$ cat src/rtl/seg7_pkg.sv
// Shared definitions for the seven-segment scan capture path: active-low
// digit patterns (bit6=a .. bit0=g), FSM state encoding and decoder result type.
package seg7_pkg;

    localparam logic [6:0] SEG_0     = 7'b0000001;
    localparam logic [6:0] SEG_1     = 7'b1001111;
    localparam logic [6:0] SEG_2     = 7'b0010010;
    localparam logic [6:0] SEG_3     = 7'b0000110;
    localparam logic [6:0] SEG_4     = 7'b1001100;
    localparam logic [6:0] SEG_5     = 7'b0100100;
    localparam logic [6:0] SEG_6     = 7'b0100000;
    localparam logic [6:0] SEG_7     = 7'b0001111;
    localparam logic [6:0] SEG_8     = 7'b0000000;
    localparam logic [6:0] SEG_9     = 7'b0000100;
    localparam logic [6:0] SEG_A     = 7'b0001000;
    localparam logic [6:0] SEG_B     = 7'b1100000;
    localparam logic [6:0] SEG_C     = 7'b0110001;
    localparam logic [6:0] SEG_D     = 7'b1000010;
    localparam logic [6:0] SEG_E     = 7'b0110000;
    localparam logic [6:0] SEG_F     = 7'b0111000;
    localparam logic [6:0] SEG_BLANK = 7'b1111111;

    typedef enum logic [1:0] {
        ST_WAIT    = 2'd0,
        ST_SETTLE  = 2'd1,
        ST_CAPTURE = 2'd2,
        ST_DWELL   = 2'd3
    } state_t;

    typedef struct packed {
        logic [3:0] nib;
        logic       blank;
        logic       illegal;
    } dec_t;

endpackage

$ cat src/rtl/seg2hex.sv
// Combinational active-low segment pattern to hex nibble decoder.
// Zero latency; no flow control. Blank and unknown patterns decode to nibble 0.
module seg2hex
    import seg7_pkg::*;
(
    input  logic [6:0] seg,
    output dec_t       dec
);

    always_comb begin
        dec = '0;
        case (seg)
            SEG_0:     dec.nib = 4'h0;
            SEG_1:     dec.nib = 4'h1;
            SEG_2:     dec.nib = 4'h2;
            SEG_3:     dec.nib = 4'h3;
            SEG_4:     dec.nib = 4'h4;
            SEG_5:     dec.nib = 4'h5;
            SEG_6:     dec.nib = 4'h6;
            SEG_7:     dec.nib = 4'h7;
            SEG_8:     dec.nib = 4'h8;
            SEG_9:     dec.nib = 4'h9;
            SEG_A:     dec.nib = 4'hA;
            SEG_B:     dec.nib = 4'hB;
            SEG_C:     dec.nib = 4'hC;
            SEG_D:     dec.nib = 4'hD;
            SEG_E:     dec.nib = 4'hE;
            SEG_F:     dec.nib = 4'hF;
            SEG_BLANK: dec.blank = 1'b1;
            default:   dec.illegal = 1'b1;
        endcase
    end

endmodule

$ cat src/rtl/seg_scan_capture.sv
// Reconstructs the hex value shown on a scanned active-low 7-seg bus, one value per full round.
// Digit captured after SETTLE stable cycles past the input register; publish one cycle after the completing capture.
module seg_scan_capture
    import seg7_pkg::*;
#(
    parameter int NDIG   = 4,
    parameter int SETTLE = 4
) (
    input  logic                clk,
    input  logic                rst_n,
    input  logic [6:0]          segs_n,
    input  logic [NDIG-1:0]     an_n,
    output logic [4*NDIG-1:0]   value,
    output logic                value_valid,
    output logic                round_err,
    output logic [NDIG-1:0]     blank_mask,
    output logic                pattern_err
);

    localparam int CW = $clog2(SETTLE + 1);
    localparam int IW = $clog2(NDIG);

    logic [6:0]        seg_q, seg_p;
    logic [NDIG-1:0]   an_q, an_p;
    state_t            state, state_nxt;
    logic [CW-1:0]     cnt, cnt_nxt;
    logic [4*NDIG-1:0] slots, slots_new;
    logic [NDIG-1:0]   mask, mask_new;
    logic [NDIG-1:0]   blank_acc, blank_new;
    logic              err_acc, err_new;
    logic              stable, onehot, capture, done;
    logic [IW-1:0]     sel;
    dec_t              dec;

    seg2hex u_seg2hex (
        .seg (seg_q),
        .dec (dec)
    );

    assign stable  = (an_q == an_p) && (seg_q == seg_p);
    assign onehot  = $onehot(~an_q);
    assign capture = (state == ST_CAPTURE);

    always_comb begin
        sel = '0;
        for (int i = 0; i < NDIG; i++) begin
            if (!an_q[i]) sel = IW'(i);
        end
    end

    always_comb begin
        state_nxt = state;
        cnt_nxt   = cnt;
        case (state)
            ST_WAIT: begin
                if (onehot) begin
                    state_nxt = ST_SETTLE;
                    cnt_nxt   = CW'(1);
                end else begin
                    cnt_nxt   = '0;
                end
            end
            ST_SETTLE: begin
                if (!stable || !onehot) begin
                    state_nxt = ST_WAIT;
                    cnt_nxt   = '0;
                end else begin
                    if (cnt != CW'(SETTLE)) cnt_nxt = cnt + CW'(1);
                    if (int'(cnt) + 1 >= SETTLE) state_nxt = ST_CAPTURE;
                end
            end
            ST_CAPTURE: state_nxt = ST_DWELL;
            ST_DWELL: begin
                // Wait for the scan to move on before the next digit can settle.
                if (!stable) begin
                    state_nxt = ST_WAIT;
                    cnt_nxt   = '0;
                end
            end
            default: begin
                state_nxt = ST_WAIT;
                cnt_nxt   = '0;
            end
        endcase
    end

    always_comb begin
        slots_new                   = slots;
        slots_new[4*int'(sel) +: 4] = dec.nib;
        mask_new                    = mask;
        mask_new[sel]               = 1'b1;
        blank_new                   = blank_acc;
        blank_new[sel]              = dec.blank;
        err_new                     = err_acc | dec.illegal;
        done                        = capture && (&mask_new);
    end

    assign pattern_err = capture && dec.illegal;

    always_ff @(posedge clk or negedge rst_n) begin
        if (!rst_n) begin
            seg_q       <= '1;
            an_q        <= '1;
            seg_p       <= '1;
            an_p        <= '1;
            state       <= ST_WAIT;
            cnt         <= '0;
            slots       <= '0;
            mask        <= '0;
            blank_acc   <= '0;
            err_acc     <= 1'b0;
            value       <= '0;
            value_valid <= 1'b0;
            round_err   <= 1'b0;
            blank_mask  <= '0;
        end else begin
            seg_q       <= segs_n;
            an_q        <= an_n;
            seg_p       <= seg_q;
            an_p        <= an_q;
            state       <= state_nxt;
            cnt         <= cnt_nxt;
            value_valid <= done;
            if (capture) begin
                slots <= slots_new;
                if (done) begin
                    value      <= slots_new;
                    round_err  <= err_new;
                    blank_mask <= blank_new;
                    mask       <= '0;
                    blank_acc  <= '0;
                    err_acc    <= 1'b0;
                end else begin
                    mask       <= mask_new;
                    blank_acc  <= blank_new;
                    err_acc    <= err_new;
                end
            end
        end
    end

endmodule
$ cat config.mk
export PLATFORM = sky130hd
export DESIGN_NAME = seg_scan_capture
export DESIGN_NICKNAME = d
export VERILOG_FILES = /design/src/rtl/seg7_pkg.sv /design/src/rtl/seg2hex.sv /design/src/rtl/seg_scan_capture.sv
export SDC_FILE = /design/constraint.sdc
export NUM_CORES = 1
export LEC_CHECK = 0
export CAP_MARGIN = 20
export CORE_ASPECT_RATIO = 0.9
export CORE_UTILIZATION = 61
export DETAILED_ROUTE_END_ITERATION = 10
export PLACE_DENSITY_LB_ADDON = 0.25
export SLEW_MARGIN = 20
export SYNTH_ARGS = -nofsm -noshare
export SYNTH_HDL_FRONTEND = slang
export SYNTH_SLANG_ARGS = --single-unit
export TNS_END_PERCENT = 5
$ cat constraint.sdc
create_clock -name clk -period 7.6 [get_ports clk]
set_input_delay 1.52 -clock clk [delete_from_list [all_inputs] [get_ports clk]]
set_output_delay 1.52 -clock clk [all_outputs]
set_load 0.01 [all_outputs]
==> qor.txt <==
commonest cells after routing, fill and taps aside - 52 x nand2_1, 52 x dfrtp_1, 34 x clkdlybuf4s50_1, 24 x o21ai_0, 22 x dfstp_2
Synth top area share - 0.3461
clock-pin slew on the worst setup and hold paths - 70 ps
synth warn - 0
clock skew - 11.45 ps
leakage - 1.732 nW
vias - 2,978
Post-CTS Setup Inserts - 0
Core Area - 5823 sq um
Hold WC Path Type - reg2reg
CTS H-tree lvls - 3
Die Y-Extent - 76.48 um
Mapped Area - 3760 sq um
die area - 6482 sq um
cell area power density - 199.5 nW/um^2
syn avg cell area - 10.13 sq um
Max Clock Freq - 0.2300 GHz
Total Routing Usage GR - 0.2680
Crit Path Max Fanout - 26
Post-Route WL - 8.014 mm
worst slew pin tran - 1088 ps
Period Utilization, post-route - 0.5722
Die Width - 84.76 um
fin. max-slew vios - 0
Mapped Cells - 371
Initial DRC Count - 260
#FFs+latches synth - 74
Filler cells - 429
Synth Flop Type - dfrtp_1
Slew headroom - 0.2711
clk root buf - clkbuf_8
Setup Viol. Count Final - 0
drt first pass iters - 10
synth top area cells - dfrtp_1 35%, dfstp_2 15%, nand2_1 5.2%, o21ai_0 3.2%, ha_1 3.0%
final hold slack - 400.9 ps
Async SR Flop Fraction - 1.000
antenna-violating nets left - 0
PortBufs - 35
largest net degree at the start of global routing - 75
Via density - 6.309
sequential area share after synthesis - 0.4998
DR WL/cell - 16.98 um
worst skew pair latency - 350 ps
Setup crit start kind - flop
DP HPWL - 5.187 mm
routability cong. - 0.8397
crit path capture type - primary output
TritonCTS Buffers - 9
ratio of cells with drive above 1 in the final layout - 0.1468
failing checks - design-rule violations
Area growth, synth to finish - 14.34%
peak supply drop - 0.2163 mV
# diodes - 0
first-pass GRT wire length - 13.55 mm
TNS Setup - 0 ps
Clock Sinks - 74
cell accounting for the most synthesized area - dfrtp_1
status - finished, violations left
grt ovf - 0
Longest Clk Path Bufs - 2
pre-CTS setup slack - 3637 ps
cts hold-fix bufs - 0
critical path data required time - 6080 ps
RSZ-0062 raised after global routing - false
CP arrival - 2830 ps
cts repair resizes - 0
io pins - 36
setup ws final - 3251 ps
final hold violation count - 0
DRC viols - 5
Post-synth EDFFs - 0
max cap viols - 0
FP Rows - 26
vias in the first global route - 2,767
nets - 420
Synth cell types - 73
TritonCTS clock tree - yes
initial antenna violation count - 0
Tmin final - 4349 ps
Synth Net Count - 394
Starting Density - 0.6457
CP Class - reg2out
-- registers in the layout, summed over array words and instances (netlist names), 4 cells and up, named ones only --
name	count
an_q	4
blank_acc	4
seg_p	7
value	16
slots	16
an_p	4
mask	4
seg_q	7
blank_mask	4
-- logic make-up (layout without fill, tap and decap cells) --
group	Yosys count	after routing	share of synthesized area
simple gates	143	143	0.2047
compound gates	93	93	0.1787
flops	74	74	0.4998
buf+inv	36	67	0.04459
xor+xnor	12	12	0.02795
fa+ha+maj	10	10	0.03528
mux	3	3	0.008984
-- cell type report --
type                       instances  area, sq um  area share
timing repair buffer              36        352.8     0.08207
multi-input combinational        261         1713      0.3984
tap                               70        87.58     0.02037
sequential                        74         1879      0.4371
clock inverter                     5        78.83     0.01834
clock buffer                      11        131.4     0.03056
inverter                          15        56.30     0.01310
-- report_power, final --
| group | switching (mW) | internal [mW] | total [mW] |
|---|---|---|---|
| clock network | 0.142 | 0.185 | 0.327 |
| registers | 0.0252 | 0.410 | 0.435 |
| logic | 0.0550 | 0.0409 | 0.0959 |
-- metrics by stage --
step                total power [mW]  cells  instance area [sq um]    util
floorplan                     0.5033    371                   3760       -
global placement              0.5309    456                   4089  0.7022
detailed placement            0.5356    456                   4089  0.7022
CTS                           0.8586    472                   4299  0.7383
global route                  0.8929    472                   4299  0.7383
finish                        0.8575    472                   4299  0.7383
-- path summary, 6_finish.rpt --
path,startpoint,to,slack (ps),cells after the start
worst min-delay path,an_q[0]$_DFF_PN1_,an_p[0]$_DFF_PN1_,400,0
worst max-delay path,seg_q[6]$_DFF_PN1_,pattern_err,3250,6
worst max register to register,state[0]$_DFFE_PN0P_,value[3]$_DFFE_PN0P_,4560,7
max in group asynchronous,rst_n,err_acc$_DFFE_PN0P_,5650,2
worst min register to register,an_q[0]$_DFF_PN1_,an_p[0]$_DFF_PN1_,400,0
min in group asynchronous,rst_n,cnt[1]$_DFFE_PN0P_,1370,2
-- cell usage after synthesis, types with 3 or more instances --
| cell type | n |
|---|---|
| dfrtp_1 | 52 |
| nand2_1 | 52 |
| o21ai_0 | 24 |
| dfstp_2 | 22 |
| nor2_1 | 21 |
| inv_1 | 14 |
| nand3_1 | 13 |
| a31oi_1 | 12 |
| buf_2 | 11 |
| xor2_1 | 11 |
| ha_1 | 9 |
| a21oi_1 | 7 |
| o211ai_1 | 7 |
| and2_1 | 6 |
| clkbuf_1 | 5 |
| nand4_1 | 5 |
| nor4_1 | 5 |
| o21ai_1 | 5 |
| nand3b_1 | 4 |
| nor3b_1 | 4 |
| o2bb2ai_1 | 4 |
| nor2b_1 | 3 |
| or2_2 | 3 |
-- worst max-delay path: stages (launching register included) --
cell and delay, ps:
dfstp_2 790, or4b_1 500, a311oi_2 300, o21ai_2 190
nand4_1 160, nor2_1 60, clkdlybuf4s50_1 480
-- routing by layer --
layer / part of all wire / track usage
met5: 0 / 0
met4: 0.019 / 0.08983
met3: 0.074 / 0.07151
met2: 0.46 / 0.4057
met1: 0.45 / 0.3766
Power figures use the tool's default switching activity.
